`src/rtl/ifu_fetch_pkg.sv`:
```
// -----------------------------------------------------------------------------
// ifu_fetch_pkg
// Shared core definitions for the instruction fetch unit:
//   - fetch_state_e : FSM state encoding (IDLE, ADDR, DATA, OUT)
//   - RESP_OKAY     : read response code for a good transfer
//   - FAULT_INST    : instruction word reported alongside a fetch fault
//   - helpers       : alignment and response classification functions
// -----------------------------------------------------------------------------
package ifu_fetch_pkg;

  typedef enum logic [1:0] {
    IDLE = 2'd0,
    ADDR = 2'd1,
    DATA = 2'd2,
    OUT  = 2'd3
  } fetch_state_e;

  localparam logic [1:0] RESP_OKAY = 2'b00;

  // Wide enough for any practical instruction width; users slice to DATA_WIDTH.
  localparam logic [63:0] FAULT_INST = 64'd0;

  // Instructions are word aligned; any set low bit is a misaligned fetch.
  function automatic logic is_misaligned(input logic [1:0] low_bits);
    return (low_bits != 2'b00);
  endfunction

  function automatic logic resp_is_error(input logic [1:0] resp);
    return (resp != RESP_OKAY);
  endfunction

endpackage

```
`src/rtl/ifu_fetch.sv`:
```
// -----------------------------------------------------------------------------
// ifu_fetch
// Single-outstanding instruction fetch unit. Accepts a fetch address from the
// PC generator, issues one read on the memory address channel, captures the
// read data and presents it (with its address and a fault flag) to decode.
// Misaligned addresses never reach memory; they are reported as a fault
// directly. A flush discards whatever fetch is in flight or being held.
//
// Ports:
//   clk, rst                 clock, synchronous active-high reset
//   pc_valid, pc, pc_ready   fetch address handshake from PC generator
//   mem_arvalid, mem_araddr,
//   mem_arready              memory read-address channel
//   mem_rvalid, mem_rdata,
//   mem_rresp, mem_rready    memory read-data channel
//   inst_valid, inst,
//   inst_pc, inst_fault,
//   inst_ready               fetched instruction handshake to decode
//   flush                    redirect: drop in-flight or held fetch
// -----------------------------------------------------------------------------
module ifu_fetch
  import ifu_fetch_pkg::*;
#(
  parameter int DATA_WIDTH = 32,
  parameter int ADDR_WIDTH = 32
) (
  input  logic                  clk,
  input  logic                  rst,
  input  logic                  pc_valid,
  input  logic [ADDR_WIDTH-1:0] pc,
  output logic                  pc_ready,
  output logic                  mem_arvalid,
  output logic [ADDR_WIDTH-1:0] mem_araddr,
  input  logic                  mem_arready,
  input  logic                  mem_rvalid,
  input  logic [DATA_WIDTH-1:0] mem_rdata,
  input  logic [1:0]            mem_rresp,
  output logic                  mem_rready,
  output logic                  inst_valid,
  output logic [DATA_WIDTH-1:0] inst,
  output logic [ADDR_WIDTH-1:0] inst_pc,
  output logic                  inst_fault,
  input  logic                  inst_ready,
  input  logic                  flush
);

  fetch_state_e state;
  logic         drop;       // in-flight response must be discarded
  logic         pc_accept;
  logic         pc_misaligned;

  // pc_ready is combinational so a new pc can be taken in the same OUT cycle
  // that decode consumes the current instruction (no bubble).
  always_comb begin
    pc_ready = 1'b0;
    if (rst) begin
      pc_ready = 1'b0;
    end else begin
      case (state)
        IDLE:    pc_ready = 1'b1;
        OUT:     pc_ready = inst_ready & ~flush;
        default: pc_ready = 1'b0;
      endcase
    end
  end

  assign pc_accept     = pc_valid & pc_ready;
  assign pc_misaligned = is_misaligned(pc[1:0]);

  // Fetch FSM together with all its registered outputs.
  always_ff @(posedge clk) begin
    if (rst) begin
      state       <= IDLE;
      drop        <= 1'b0;
      mem_arvalid <= 1'b0;
      mem_araddr  <= '0;
      mem_rready  <= 1'b0;
      inst_valid  <= 1'b0;
      inst        <= '0;
      inst_pc     <= '0;
      inst_fault  <= 1'b0;
    end else if (pc_accept) begin
      // Only reachable from IDLE or from OUT while decode consumes.
      mem_araddr <= pc;
      inst_pc    <= pc;
      drop       <= 1'b0;
      mem_rready <= 1'b0;
      if (pc_misaligned) begin
        // Report the fault straight away; memory never sees this address.
        state       <= OUT;
        mem_arvalid <= 1'b0;
        inst_valid  <= 1'b1;
        inst        <= FAULT_INST[DATA_WIDTH-1:0];
        inst_fault  <= 1'b1;
      end else begin
        state       <= ADDR;
        mem_arvalid <= 1'b1;
        inst_valid  <= 1'b0;
      end
    end else begin
      case (state)
        IDLE: begin
          state <= IDLE;
        end

        ADDR: begin
          // The address request cannot be withdrawn once offered, so a flush
          // only marks the coming response for discard.
          if (flush) begin
            drop <= 1'b1;
          end
          if (mem_arready) begin
            state       <= DATA;
            mem_arvalid <= 1'b0;
            mem_rready  <= 1'b1;
          end
        end

        DATA: begin
          if (mem_rvalid) begin
            mem_rready <= 1'b0;
            drop       <= 1'b0;
            if (drop | flush) begin
              state <= IDLE;
            end else begin
              state      <= OUT;
              inst_valid <= 1'b1;
              inst       <= mem_rdata;
              inst_fault <= resp_is_error(mem_rresp);
            end
          end else if (flush) begin
            drop <= 1'b1;
          end
        end

        OUT: begin
          // Consumption without a new pc, or any flush, returns to IDLE.
          if (flush | inst_ready) begin
            state      <= IDLE;
            inst_valid <= 1'b0;
          end
        end

        default: begin
          state       <= IDLE;
          drop        <= 1'b0;
          mem_arvalid <= 1'b0;
          mem_rready  <= 1'b0;
          inst_valid  <= 1'b0;
        end
      endcase
    end
  end

endmodule

```
`config.mk`:
```
export PLATFORM = sky130hd
export DESIGN_NAME = ifu_fetch
export DESIGN_NICKNAME = d
export VERILOG_FILES = /design/src/rtl/ifu_fetch_pkg.sv /design/src/rtl/ifu_fetch.sv
export SDC_FILE = /design/constraint.sdc
export NUM_CORES = 1
export LEC_CHECK = 0
export ABC_AREA = 1
export BUFFER_PORTS_ARGS = -buffer_cell sky130_fd_sc_hd__buf_2
export CAP_MARGIN = 40
export CORE_MARGIN = 1.5
export CORE_UTILIZATION = 49
export CTS_BUF_LIST = sky130_fd_sc_hd__clkbuf_4
export CTS_CLUSTER_SIZE = 10
export DETAILED_ROUTE_END_ITERATION = 10
export PLACE_DENSITY_LB_ADDON = 0.25
export SLEW_MARGIN = 10
export SYNTH_ARGS = -nofsm -noshare
export SYNTH_HDL_FRONTEND = slang
export SYNTH_SLANG_ARGS = --single-unit
```
`constraint.sdc`:
```
create_clock -name clk -period 2.62 [get_ports clk]
set_clock_uncertainty 0.15 [all_clocks]
set_input_delay 0.262 -clock clk [delete_from_list [all_inputs] [get_ports clk]]
set_output_delay 0.262 -clock clk [all_outputs]
set_load 0.02 [all_outputs]
```
==> run metrics <==
hold buffers post-CTS=64; gp weighted congestion=around 0.93; DR WL/cell=between 10 and 15 um; DR pass1 iterations=5; most common cell after layout, fill and taps aside=buf_2; sw power=about 1.2 mW; Worst slew margin=0.562; Net Sw Frac=0.390; RSZ-0062 raised after global routing=false; top-level port count=between 150 and 200; Mapped Cells=390; max-slew violations=0; vias in the first global route=2891; CTS tree=done; Synth Warn #=0; GRT overflow=0; PD cells=711 mW/mm2; Setup TNS Final=0 ns; number of setup buffers added after CTS=0; CTS sink count=71; total of max-cap violations=0; internal power=between 1.5 and 2 mW; measured slew at the worst slew-check pin=0.658 ns; final instance area=~0.0044 mm2; CTS Root Cell=clkbuf_4; Synth area leader=dfxtp_1; Setup violations, final=0; routing usage on met2=0.439; total number of vias=about 3.4k; DRT iter0 DRCs=approximately 150; Nets=between 600 and 700; ANT cells=0; Hold Path Stages=5; FMAX=approximately 420 MHz; remaining antenna violation count=0; Crit Path Class=reg2reg; Worst-path clk slew=between 0.1 and 0.15 ns; required time worst endpoint=about 2.7 ns; final hold vios=0; Core ar.=0.00599 mm2; met3 global-route usage=0.0725; Worst Path Max Fanout=35; post-synth top area share=0.463; Post-DP Area=about 0.0036 mm2; Global Route met1 Usage=0.288; fraction of layout cells with a size suffix above 1=0.341; post-CTS resize count=0; register bit total from synthesis=between 70 and 80; Clk Latency, worst-skew pair=approximately 0.38 ns; grt peak-use layer=met2; Post-Syn Nets=about 470; total CTS buffers=9; Initial Util=0.513; Reg2Reg Setup Slack=0.23 ns; worst r2r path cells=8; crit path cell chain=inv_1, ha_1, nor2_8, nand3_4, nand2_4, inv_4, nand2_1, a21oi_1; Final Cycle Share=0.912; slowest CP cell=ha_1; Rows=28; crit path time final=2.39 ns; Post-Synthesis Cell Area=between 0.003 and 0.004 mm2; Post-DP HPWL=a little over 5000 um; CTS H-tree lvls=3; Max VDD drop=0.458 mV; Leak=around 2.1 nW; max incr delay on CP=~0.4 ns; final wirelength=around 8800 um; via/cell ratio=just over 5; first-pass GRT wire length=between 10000 and 15000 um; sequential share of power=0.414; ranking of synthesized cells by area=dfxtp_1 (46%), nand2_1 (14%), a21oi_1 (11%); commonest cells after routing, fill and taps aside=buf_2 (173), nand2_1 (112), dfxtp_1 (71); Gate power share=0.377; CP Launch Type=register; worst hold path type=in2reg; WP data arrival=~2.5 ns; Avg Cell Area, Syn=7.88 um2; nature of the critical path endpoint=register; Die Ht=around 80 um; unique cell type count in the Yosys netlist=24; Clk pwr share=0.210; die area=roughly 0.0068 mm2; GRT Overall Usage=0.255; status=finished clean; detailed-route DRC error count=0; PortBufs=between 150 and 200; clk buf depth=2; Layout area overhead=43.7%; sequential share of the synthesized area=0.463; pin count of the biggest net entering global routing=64; antenna violations before repair=1; die width=82.2 um
[final cells by class]
| class | count | area [um2] |
|---|---|---|
| timing repair buffer | 239 | 1520 |
| multi-input combinational | 248 | 1180 |
| fill | 455 | 1580 |
| tap | 75 | 93.8 |
| sequential | 71 | 1420 |
| inverter | 16 | 62.6 |
| clock buffer | 9 | 67.6 |
| clock inverter | 7 | 63.8 |
[critical path: cells and delay by family, from the launching register on]
family | cells | cell delay [ns]
and+or+nand+nor | 4 | 0.94
adders and majority gates | 1 | 0.40
DFF | 1 | 0.37
buffers and inverters | 2 | 0.30
AOI/OAI and AO/OA | 1 | 0.08
[cell families after synthesis]
group,count (synthesis),share of synthesized area
flops,71,0.463
compound gates,75,0.123
buf+inv,71,0.152
simple gates,169,0.246
fa+ha+maj,4,0.0163
[state kept, by name, indices dropped and copies added, names as in the netlist]
name,cells
inst_fault,1
inst_valid,1
drop,1
state,2
mem_rready,1
inst_pc,32
mem_arvalid,1
inst,32
[worst paths after layout]
check | to | start
worst max-delay path | inst[8] | state[0]
worst min-delay path | inst_fault | mem_rresp[0]
worst max register to register | inst[8] | state[0]
worst min register to register | mem_arvalid | mem_arvalid
[power by group through the flow]
stage / clock, mW / combinational [mW] / sequential, mW
2_1_floorplan: 0 / 0.769 / 1.46
3_3_place_gp: 0 / 1.09 / 1.32
3_5_place_dp: 0 / 1.10 / 1.32
4_1_cts: 0.683 / 1.17 / 1.30
5_1_grt: 0.734 / 1.29 / 1.32
6_report: 0.659 / 1.18 / 1.30
[metal layers]
metal | up-vias | share of wire
met3 | 18 | 0.098
met2 | 190 | 0.50
met5 | - | 0
met4 | 0 | 0.019
li1 | 1625 | -
met1 | 1518 | 0.39
[synthesized netlist by cell type]
master	count
a21boi_0	1
a21oi_1	69
buf_2	4
buf_4	39
buf_6	6
clkbuf_1	6
dfxtp_1	71
ha_1	4
inv_1	12
inv_2	3
inv_4	1
nand2_1	112
nand2_2	1
nand2_4	1
nand3_1	37
nand3_2	1
nand3_4	1
nand3b_1	2
nand4_4	1
nor2_1	9
nor2_2	1
nor2_8	1
nor3_1	2
o21ai_0	5
[per-stage QoR]
stage,cells,power [mW],hold slack (ns),worst slack [ns],util
4_1_cts,665,3.16,0.00960,0.250,0.737
5_1_grt,665,3.35,0.0364,0.0323,0.737
6_report,665,3.14,0.0316,0.230,0.737
3_3_place_gp,585,2.41,0.306,0.317,0.608
3_5_place_dp,585,2.42,0.301,0.260,0.608
2_1_floorplan,390,2.23,0.255,0.718,-
Power figures use the tool's default switching activity.
